<file path="config.mk">
export PLATFORM = sky130hd
export DESIGN_NAME = output_frame_packer
export DESIGN_NICKNAME = d
export VERILOG_FILES = /design/src/rtl/output_frame_packer.sv
export SDC_FILE = /design/constraint.sdc
export NUM_CORES = 1
export LEC_CHECK = 0
export BUFFER_PORTS_ARGS = -buffer_cell sky130_fd_sc_hd__buf_4
export CAP_MARGIN = 15
export CORE_ASPECT_RATIO = 1.2
export CORE_UTILIZATION = 25
export CTS_CLUSTER_DIAMETER = 200
export CTS_CLUSTER_SIZE = 40
export DETAILED_ROUTE_END_ITERATION = 8
export SLEW_MARGIN = 20
export SYNTH_ARGS = -nofsm -noshare
export SYNTH_HDL_FRONTEND = slang
export SYNTH_SLANG_ARGS = --single-unit
</file>
<file path="constraint.sdc">
create_clock -name clk -period 16.2 [get_ports clk]
set_input_delay 1.62 -clock clk [delete_from_list [all_inputs] [get_ports clk]]
set_output_delay 1.62 -clock clk [all_outputs]
set_load 0.01 [all_outputs]
</file>
<file path="src/rtl/output_frame_packer.sv">
// rtl/output_frame_packer.sv - packs gate-signal bits and 64-bit source values into a checksummed 32-bit frame
module output_frame_packer #(
  parameter int N_SIG   = 16,
  parameter int N_SRC   = 8,
  parameter int TIMEOUT = 1023
) (
  input  logic        clk,
  input  logic        rst,
  input  logic        exchange_data_sig,
  input  logic        sig_valid,
  input  logic        sig_bit,
  input  logic        src_valid,
  input  logic [63:0] src_data,
  input  logic        clear_err,
  output logic [31:0] tx_data,
  output logic        tx_valid,
  output logic        tx_last,
  input  logic        tx_ready,
  output logic        busy,
  output logic [15:0] frame_cnt,
  output logic        overrun,
  output logic        timeout_err
);
  localparam int SW   = (N_SIG + 31) / 32;
  localparam int FLEN = 1 + SW + 2 * N_SRC + 1;
  localparam int AW   = $clog2(FLEN);
  localparam int SBW  = SW * 32;
  localparam int SCW  = $clog2(N_SIG + 1) + 5;
  localparam int CCW  = $clog2(N_SRC + 1) + 1;
  localparam int TW   = $clog2(TIMEOUT + 1) + 1;

  typedef enum logic [1:0] {S_IDLE, S_COLLECT, S_SEND} state_t;
  state_t r_state, w_next;

  logic [31:0]    r_mem [FLEN];
  logic [SBW-1:0] r_sig;
  logic [SCW-1:0] r_sig_cnt;
  logic [CCW-1:0] r_src_cnt;
  logic [TW-1:0]  r_tmr;
  logic [AW-1:0]  r_rd_ptr;
  logic [31:0]    r_csum;
  logic [15:0]    r_frame_cnt;
  logic           r_overrun;
  logic           r_timeout_err;

  logic           w_start, w_sig_acc, w_src_acc, w_done, w_tmo, w_hs, w_last_hs;
  logic [AW-1:0]  w_src_hidx, w_src_lidx;
  logic [31:0]    w_header, w_sig_word, w_csum_sig, w_csum_src;

  assign w_start    = (r_state == S_IDLE) && exchange_data_sig;
  assign w_sig_acc  = (r_state == S_COLLECT) && sig_valid && (r_sig_cnt < SCW'(N_SIG));
  assign w_src_acc  = (r_state == S_COLLECT) && src_valid && (r_src_cnt < CCW'(N_SRC));
  assign w_done     = (r_sig_cnt == SCW'(N_SIG)) && (r_src_cnt == CCW'(N_SRC));
  assign w_tmo      = (r_tmr == TW'(TIMEOUT - 1));
  assign w_hs       = (r_state == S_SEND) && tx_ready;
  assign w_last_hs  = w_hs && (r_rd_ptr == AW'(FLEN - 1));
  assign w_header   = {16'hA5A5, r_frame_cnt};
  assign w_src_hidx = AW'(1 + SW + 2 * int'(r_src_cnt));
  assign w_src_lidx = AW'(2 + SW + 2 * int'(r_src_cnt));
  assign w_csum_sig = w_sig_acc ? (32'(sig_bit) << r_sig_cnt[4:0]) : 32'd0;
  assign w_csum_src = w_src_acc ? (src_data[63:32] ^ src_data[31:0]) : 32'd0;
  assign w_sig_word = 32'(r_sig >> (32 * (int'(r_rd_ptr) - 1)));

  always_ff @(posedge clk or negedge rst) begin
    if (!rst) r_state <= S_IDLE;
    else      r_state <= w_next;
  end

  // Completion wins over a timeout landing in the same cycle.
  always_comb begin
    w_next = r_state;
    case (r_state)
      S_IDLE:    if (exchange_data_sig) w_next = S_COLLECT;
      S_COLLECT: if (w_done) w_next = S_SEND;
                 else if (w_tmo) w_next = S_IDLE;
      S_SEND:    if (w_last_hs) w_next = S_IDLE;
      default:   w_next = S_IDLE;
    endcase
  end

  always_ff @(posedge clk or negedge rst) begin
    if (!rst) begin
      r_sig         <= '0;
      r_sig_cnt     <= '0;
      r_src_cnt     <= '0;
      r_tmr         <= '0;
      r_rd_ptr      <= '0;
      r_csum        <= '0;
      r_frame_cnt   <= '0;
      r_overrun     <= 1'b0;
      r_timeout_err <= 1'b0;
    end else begin
      if (w_start) begin
        r_sig     <= '0;
        r_sig_cnt <= '0;
        r_src_cnt <= '0;
        r_tmr     <= '0;
        r_rd_ptr  <= '0;
        r_csum    <= w_header;
      end else if (r_state == S_COLLECT) begin
        r_tmr  <= r_tmr + 1'b1;
        r_csum <= r_csum ^ w_csum_sig ^ w_csum_src;
        if (w_sig_acc) begin
          r_sig     <= r_sig | (SBW'(sig_bit) << r_sig_cnt);
          r_sig_cnt <= r_sig_cnt + 1'b1;
        end
        if (w_src_acc) r_src_cnt <= r_src_cnt + 1'b1;
      end
      if (w_hs) r_rd_ptr <= r_rd_ptr + 1'b1;
      if (w_last_hs) r_frame_cnt <= r_frame_cnt + 16'd1;
      if (exchange_data_sig && (r_state != S_IDLE)) r_overrun <= 1'b1;
      else if (clear_err)                            r_overrun <= 1'b0;
      if ((r_state == S_COLLECT) && !w_done && w_tmo) r_timeout_err <= 1'b1;
      else if (clear_err)                              r_timeout_err <= 1'b0;
    end
  end

  // Signal words live in r_sig; the buffer holds header, source words and checksum.
  always_ff @(posedge clk) begin
    if (w_start) begin
      r_mem[0] <= w_header;
    end else if (r_state == S_COLLECT) begin
      if (w_src_acc) begin
        r_mem[w_src_hidx] <= src_data[63:32];
        r_mem[w_src_lidx] <= src_data[31:0];
      end
      if (w_done) r_mem[AW'(FLEN - 1)] <= r_csum;
    end
  end

  always_comb begin
    tx_data = '0;
    if (r_state == S_SEND) begin
      if ((r_rd_ptr >= AW'(1)) && (r_rd_ptr <= AW'(SW))) tx_data = w_sig_word;
      else                                               tx_data = r_mem[r_rd_ptr];
    end
  end

  assign tx_valid    = (r_state == S_SEND);
  assign tx_last     = tx_valid && (r_rd_ptr == AW'(FLEN - 1));
  assign busy        = (r_state != S_IDLE);
  assign frame_cnt   = r_frame_cnt;
  assign overrun     = r_overrun;
  assign timeout_err = r_timeout_err;
endmodule

</file>
* Word-level counts from Yosys, hierarchy flattened *
Memory sizes are Yosys's and may differ from the RTL's.
Cells that the tools add are included.

storage, ports and cells
  input bits = 72
  output and inout bits = 53
  memories kept = 1
  bits in writable memories = 608
  bits in registers = 115
  word-level logic and storage cells = 109

memory list
  memory  depth  width  rd ports  clocked after Yosys merged registers in  write ports  line  text
  r_mem   19     32     1         0                                        2            35    logic [31:0] r_mem [FLEN];

operators by class
  equal/unequal tests = 9
  order comparisons = 4
  shifts and indexed selects = 3
  reduce and logical (&&, ||, !) cells = 27
  bitwise gates (word level) = 4
  mux-type cells = 43
  $add $sub $neg = 8

operators with widths
  operator                 count
  $mux W32                 11
  $xor A32 B32 Y32         3
  $reduce_or A32 Y1        2
  $mux W5                  7
  $or A32 B32 Y32          1
  $shl A1 B10 Y32          1
  $shl A1 B5 Y32           1
  $shr A32 B32 Y32         1
  $mux W10                 3
  $mux W11                 2
  $add A16 B1 Y16 const B  1
  $mux W1                  15
  $reduce_bool A2 Y1       7
  $logic_and A1 B1 Y1      13
  $add A11 B1 Y11 const B  1
  $eq A11 B10 Y1 const B   1
  $add A10 B1 Y10 const B  1
  $add A2 B5 Y5 const A    2
  $add A5 B1 Y5 const B    2
  $eq A10 B5 Y1 const B    1
  $lt A10 B5 Y1 const B    1
  $mux W2                  4
  $pmux W2 S3              1
  $sub A5 B1 Y6 const B    1
  other kinds (14)         15

* Depth between registers and ports, before layout *
Gate-level depths: netlist (run 1).

  depth after elaboration = 10
  gate-level depth with buffers = 13
  depth with buffers taken out = 7

* Worst setup path after synthesis (run 1) *
No wires, ideal clock.

  kind = input-to-reg
  start point = input port src_valid
  end point = memory r_mem[14][0], enable pin
  library setup time = 513 ps
  required time = 15687 ps
  cell stages on the path = 5
  setup slack = 9809 ps
  arrival time = 5878 ps
  path buffers = 2
  cell sequence = nor3b_2 > nand2_1 > clkbuf_1 > clkbuf_1 > nor4b_1

RTL lines
  what             line  text
  start, declared  12    input logic src_valid,
  end, declared    35

* Worst setup path after layout (run 1) *
  start point = register r_rd_ptr[0]
  end point = output port tx_data[13]

on the way
  word-level cells in the longest chain between the ends = 4
  elaborated cells between the ends (all ways) = 8
  classes of those cells = add/sub: 1; order compare: 2; shift: 1; mux: 2; reduce/logical: 1; memory: 1

ends and longest elaborated chain
  what                                                     line     text
  start, declared                                          40       logic [AW-1:0] r_rd_ptr;
  start signal, assigned                                   109      if (w_hs) r_rd_ptr <= r_rd_ptr + 1'b1;
  $sub A5 B1 Y6 (tied with other cells)                    62       assign w_sig_word = 32'(r_sig >> (32 * (int'(r_rd_ptr) - 1)));
  $shr A32 B32 Y32 or $logic_and A1 B1 Y1 (tied branches)  62, 134
  $mux W32 (*)                                             134      if ((r_rd_ptr >= AW'(1)) && (r_rd_ptr <= AW'(SW))) tx_data = w_sig_word;
  $mux W32 (*)                                             133      if (r_state == S_SEND) begin
  end, declared                                            15       output logic [31:0] tx_data,

Mark *: on every way between the ends. The rest lies on a longest branch, timed or not.

==> results of run 1 <==
[logic make-up after synthesis]
group,after synthesis,share of synthesized area
xor gates and xnor gates,68,0.0197
DFF,723,0.697
muxes,264,0.114
AOI/OAI and AO/OA,358,0.0784
and+or+nand+nor,368,0.0666
adders and majority gates,11,0.00454
buffers and inverters,141,0.0196
[final timing paths]
path | endpoint | startpoint | slack [ns]
max | tx_data[13] | r_rd_ptr[0]$_DFFE_PN0P_ | 9.85
min | timeout_err$_DFFE_PN0P_ | timeout_err$_DFFE_PN0P_ | 0.49
max reg2reg | r_mem[8][20]$_DFFE_PP_ | r_sig_cnt[1]$_DFFE_PN0P_ | 11.90
min reg2reg | timeout_err$_DFFE_PN0P_ | timeout_err$_DFFE_PN0P_ | 0.49
max in group asynchronous | r_rd_ptr[2]$_DFFE_PN0P_ | rst | 13.80
min in group asynchronous | frame_cnt[2]$_DFFE_PN0P_ | rst | 1.00
[area by class of cell]
cell class / instances / area [um2] / share of cell area
diodes: 2 / 5.00 / 0.000148
clock inverters: 2 / 46.3 / 0.00137
inverters: 14 / 55.1 / 0.00162
repair buffers: 174 / 1310 / 0.0387
well taps: 1551 / 1940 / 0.0573
flip-flops and latches: 723 / 21100 / 0.624
multi-input cells: 1069 / 8770 / 0.259
clock buffers: 38 / 611 / 0.0180
[through the flow]
step           instance area (um2)  utilization  cells
2_1_floorplan                30300            -   1933
3_3_place_gp                 33200        0.276   3531
3_5_place_dp                 33200        0.277   3531
4_1_cts                      33800        0.282   3571
5_1_grt                      33900        0.282   3571
6_report                     33900        0.282   3573
[critical path, stage by stage, from the launching register on]
cell                      delay (ns)
sky130_fd_sc_hd__dfrtp_4        0.83
sky130_fd_sc_hd__buf_4          0.87
sky130_fd_sc_hd__buf_4          0.84
sky130_fd_sc_hd__mux2i_1        0.16
sky130_fd_sc_hd__o22ai_1        0.21
sky130_fd_sc_hd__nor2_1         0.12
sky130_fd_sc_hd__a221o_1        0.31
sky130_fd_sc_hd__a21oi_1        0.42
sky130_fd_sc_hd__buf_4          0.21
[per-layer routing]
layer | routed length, um | vias to the layer above | global-route usage
met4 | 1480 | 4 | 0.0274
met2 | 41500 | 542 | 0.229
met5 | 24 | - | 0
met3 | 5280 | 71 | 0.0173
met1 | 37600 | 9242 | 0.187
li1 | - | 7668 | -
[cell usage in the layout, fill, tap and decap left out, types with 16 or more instances in the layout]
cell                          n
sky130_fd_sc_hd__and2_1      23
sky130_fd_sc_hd__a211oi_1    27
sky130_fd_sc_hd__xnor2_1     40
sky130_fd_sc_hd__buf_4      173
sky130_fd_sc_hd__xor2_1      28
sky130_fd_sc_hd__nand2_1    117
sky130_fd_sc_hd__nor3_1      16
sky130_fd_sc_hd__o21ai_0     60
sky130_fd_sc_hd__dfrtp_1    111
sky130_fd_sc_hd__clkbuf_16   22
sky130_fd_sc_hd__a221o_1     35
sky130_fd_sc_hd__a22o_1      21
sky130_fd_sc_hd__or3_1       19
sky130_fd_sc_hd__nand3_1     18
sky130_fd_sc_hd__a21oi_1     80
sky130_fd_sc_hd__mux2i_1    194
sky130_fd_sc_hd__edfxtp_1   608
sky130_fd_sc_hd__mux4_2      64
sky130_fd_sc_hd__nor2_1      84
sky130_fd_sc_hd__clkbuf_1    16
sky130_fd_sc_hd__o22ai_1     63
sky130_fd_sc_hd__o31ai_1     16
[registers in the layout (all words and copies together), names as in the netlist, 5 cells and up]
register   flops
r_tmr         11
r_mem        608
r_csum        32
r_sig         32
frame_cnt     16
r_rd_ptr       5
r_src_cnt      5
r_sig_cnt     10
[power breakdown]
part | switching (mW) | total [mW] | internal [mW] | leakage, nW
clock | 0.548 | 0.815 | 0.268 | 0.308
sequential | 0.126 | 2.47 | 2.34 | 7.02
combinational | 0.491 | 0.698 | 0.206 | 3.70
total | 1.16 | 3.98 | 2.81 | 11.0
==> results.yml, run 1 <==
sta:
  share_of_the_clock_period_used_by_the_worst_path_after_layout: 0.392
  final-hold-violation-count: 0
  hold_slack_ns: 0.494
  setup_viol: 0
  grt_setup_unrepaired: "no"
  fin_skew_ns: 0.0597
  achievable-frequency_mhz: 158
  setup_ws_ns: 9.85
  timing.setup.tns_ns: 0
  tightest_slew_ns: 1.11
  layout_min_cycle_time_ns: 6.35
  max_slew_margin: 0.259
  timing.final.max_slew_violations: 0
clocking:
  cts_h_tree_depth: 1
  post-cts-setup-buffer-count: 0
  tritoncts_clock_tree: "done"
  max-clock-path-buffers: 3
  cts_repair_resizes: 0
  cts_root_buffer: "sky130_fd_sc_hd__clkbuf_16"
  clock_sink_count: 723
  worst_setup_hold_path_clk_slew_ns: 0.15
  tritoncts.num_buffers: 22
  worst_skew_pair_latency_ns: 0.64
  cts_hold_buffers: 0
global_route:
  antenna_found_initial: 3
  largest_net_degree_at_the_start_of_global_routing: 64
  grt_overflow_total: 0
  number_of_global_route_vias_before_repair: 17000
  grt_pass1_wl_um: 122000
  grt_util_all_layers: 0.136
route:
  drc_violation_count_after_routing: 0
  detailedRoute.firstPassIterationCount: 7
  post_drt_via_cell_ratio: 4.91
  wire_length_per_cell_after_detailed_routing_um: 24.0
  drt_wl_total_um: 85900
  ant_nets: 0
  detail_route.iter0.violations: 1632
  vias: 17500
floorplan:
  die_width_um: 320
  floorplan.die_area_um2: 123000
  start_util: 0.253
  placeableCoreArea_um2: 120000
  rows: 139
  die_y_um: 383
  io-pin-count: 125
logic_synthesis:
  synth_top_area_frac: 0.602
  synth-edff-count: 608
  synth_area_per_cell_um2: 15.7
  postSynthRegisterBits: 723
  synth_area_um2: 30300
  yosysWarningCount: 0
  seq_area_frac_synth: 0.697
  count_leader_synth: "sky130_fd_sc_hd__edfxtp_1"
  synth_area_leaders: "sky130_fd_sc_hd__edfxtp_1 (60%), sky130_fd_sc_hd__dfrtp_1 (9.5%), sky130_fd_sc_hd__mux2i_1 (6.4%)"
  synth_top_cells_by_count: "sky130_fd_sc_hd__edfxtp_1 (608), sky130_fd_sc_hd__mux2i_1 (194), sky130_fd_sc_hd__nand2_1 (119), sky130_fd_sc_hd__dfrtp_1 (115), sky130_fd_sc_hd__nor2_1 (88)"
  synthCells: 1933
  fraction_of_registers_with_async_set_or_reset_after_synthesis: 0.159
  syn_nets: 2016
  synth_top_area_cell: "sky130_fd_sc_hd__edfxtp_1"
  yosysUniqueCellTypes: 64
  synthFlopType: "sky130_fd_sc_hd__edfxtp_1"
critical_path:
  worstSetupEndpointType: "output pin"
  path_class: "reg2out"
  critical_path_arrival_ns: 4.73
  critPathRequiredTime_ns: 14.58
  critical_path.max_fanout: 56
  critPathLaunchType: "flip-flop"
  worst-r2r-cell-count: 9
placed_design:
  place_hpwl_um: 51600
  post-place-ws_ns: 10.55
  gp_routability_congestion: 0.756
  port_buffers: 124
cells_and_area:
  fillerInstances: 12000
  design.final.nets: 2087
  area_growth_synth_to_finish_pct: 11.8
  fraction_of_layout_instances_using_a_drive_strength_above_1: 0.165
status:
  outcome: "finished clean"
pwr:
  worst_ir_drop_vdd_mv: 0.0870
  cellLeakagePower_nw: 11.0
  power_density_nw_per_um2: 117
  finalPower_mw: 3.98
job:
  maxCapViolCount: 0
hold_path:
  hold-path-cell-count: 1
  min_path_type: "reg2reg"
Power figures use the tool's default switching activity.
==> run 2, diff against run 1 <==
==> constraint.sdc (replaced) <==
create_clock -name clk -period 6.2 [get_ports clk]
set_input_delay 0.62 -clock clk [delete_from_list [all_inputs] [get_ports clk]]
set_output_delay 0.62 -clock clk [all_outputs]
set_load 0.01 [all_outputs]
==> results.yml, run 2 (synthesis results as in run 1) <==
sta:
  fin_skew_ns: 0.0625
  tightest_slew_ns: 1.15
  max_slew_margin: 0.229
  hold_slack_ns: 0.0362
  achievable-frequency_mhz: 191
  share_of_the_clock_period_used_by_the_worst_path_after_layout: 0.843
  layout_min_cycle_time_ns: 5.23
  grt_setup_unrepaired: "no"
  timing.final.max_slew_violations: 0
  final-hold-violation-count: 0
  setup_viol: 0
  timing.setup.tns_ns: 0
clocking:
  max-clock-path-buffers: 3
  worst_skew_pair_latency_ns: 0.61
  clock_sink_count: 723
  worst_setup_hold_path_clk_slew_ns: 0.15
  cts_h_tree_depth: 1
  cts_root_buffer: "sky130_fd_sc_hd__clkbuf_16"
  cts_repair_resizes: 0
  tritoncts_clock_tree: "done"
  cts_hold_buffers: 0
  tritoncts.num_buffers: 22
  post-cts-setup-buffer-count: 0
cells_and_area:
  design.final.nets: 2088
  fraction_of_layout_instances_using_a_drive_strength_above_1: 0.165
  mostFrequentLayoutCell: "sky130_fd_sc_hd__edfxtp_1"
  area_growth_synth_to_finish_pct: 11.9
  register_area_um2: 21100
  layout.cell_area.non_filler_um2: 33900
  fillerInstances: 12000
  multi_input_comb_area_um2: 8760
  largest_register_ffs: 608
  mostFrequentLayoutCells: "sky130_fd_sc_hd__edfxtp_1 (608), sky130_fd_sc_hd__mux2i_1 (194), sky130_fd_sc_hd__buf_4 (173)"
  max_flop_register: "r_mem"
  top_regs: "r_mem: 608 flops, r_csum: 32 flops, r_sig: 32 flops"
route:
  drt_wl_total_um: 85800
  wire_length_per_cell_after_detailed_routing_um: 24.0
  vias: 17600
  ant_nets: 0
  post_drt_via_cell_ratio: 4.92
  detail_route.iter0.violations: 1752
  drc_violation_count_after_routing: 0
  detailedRoute.firstPassIterationCount: 5
global_route:
  largest_net_degree_at_the_start_of_global_routing: 108
  grt_util_all_layers: 0.136
  grt_overflow_total: 0
  grt_pass1_wl_um: 123000
  antenna_found_initial: 4
  number_of_global_route_vias_before_repair: 17300
pwr:
  power_frac_clock: 0.206
  worst_ir_drop_vdd_mv: 0.200
  power_density_nw_per_um2: 306
  power.combinational.fraction: 0.173
  power_switching_share: 0.290
  intPower_mw: 7.37
  seq_power_share: 0.621
  cellLeakagePower_nw: 11.0
  power.switching_mw: 3.01
critical_path:
  critical-path-max-stage-delay_ns: 0.98
  worstSetupEndpointType: "output pin"
  critical_path_arrival_ns: 4.61
  cell_type_of_the_slowest_stage_on_the_worst_timing_path: "sky130_fd_sc_hd__dfrtp_4"
  cell_occurring_most_often_along_the_worst_timing_path: "sky130_fd_sc_hd__buf_4"
  critPathRequiredTime_ns: 5.58
  critPathLaunchType: "flip-flop"
  path_class: "reg2out"
  critical_path.max_fanout: 107
  cp_cell_sequence: "buf_4, buf_12, mux2i_1, o22ai_1, nor2_1, a221o_1, a21oi_1, buf_4"
hold_path:
  min_path_type: "in2async"
placed_design:
  place_hpwl_um: 52100
  port_buffers: 124
  gp_routability_congestion: 0.740
  placed_area_um2: 33200
status:
  outcome: "finished clean"
job:
  maxCapViolCount: 0
floorplan:
  start_util: 0.253
  floorplan.die_area_um2: 123000
  die_width_um: 320
  placeableCoreArea_um2: 120000
  rows: 139
  die_y_um: 383
  io-pin-count: 125
run 2: final cells by class:
class,instances,share of cell area
flip-flops and latches,723,0.624
multi-input cells,1069,0.258
well taps,1551,0.0572
repair buffers,175,0.0392
clock buffers,39,0.0187
inverters,14,0.00162
clock inverters,1,0.000886
diodes,3,0.000221
run 2: metrics by stage:
| step | util | cells | power (mW) | setup slack [ns] |
|---|---|---|---|---|
| 3_3_place_gp | 0.277 | 3532 | 8.29 | 1.69 |
| 4_1_cts | 0.282 | 3572 | 10.4 | 0.997 |
| 2_1_floorplan | - | 1933 | 7.57 | 0.809 |
| 5_1_grt | 0.283 | 3574 | 10.8 | 0.769 |
| 6_report | 0.283 | 3575 | 10.4 | 0.974 |
| 3_5_place_dp | 0.277 | 3532 | 8.36 | 1.70 |
run 2: worst max-delay path: cells and delay by family, from the launching register on:
kind,cells,cell delay [ns]
AND/OR/NAND/NOR,1,0.09
AO/OA/AOI/OAI,3,0.97
buffers and inverters,3,1.49
multiplexers,1,0.17
flip-flops,1,0.98
run 2: metal layers:
layer | global-route usage | share of wire
met1 | 0.188 | 0.44
met2 | 0.228 | 0.48
met3 | 0.0175 | 0.055
met4 | 0.0303 | 0.020
met5 | 0 | 0.00020
run 2: power by group through the flow:
stage | Combinational [mW] | Sequential (mW) | Clock, mW
floorplan | 1.11 | 6.46 | 0
global placement | 1.77 | 6.53 | 0
detailed placement | 1.81 | 6.55 | 0
CTS | 1.81 | 6.44 | 2.18
global route | 1.94 | 6.51 | 2.31
finish | 1.79 | 6.45 | 2.14
run 2: worst paths after layout:
check	start	endpoint	slack [ns]	cells after the start
setup / recovery	r_rd_ptr[0]$_DFFE_PN0P_	tx_data[12]	0.97	8
hold / removal	rst	frame_cnt[15]$_DFFE_PN0P_	0.04	1
setup reg to reg	r_sig_cnt[1]$_DFFE_PN0P_	r_mem[2][25]$_DFFE_PP_	2.15	8
hold reg to reg	r_csum[19]$_DFFE_PN0P_	r_csum[19]$_DFFE_PN0P_	0.50	1
max in group asynchronous	rst	r_rd_ptr[0]$_DFFE_PN0P_	4.79	2
min in group clk	src_data[20]	r_mem[1][20]$_DFFE_PP_	0.26	1
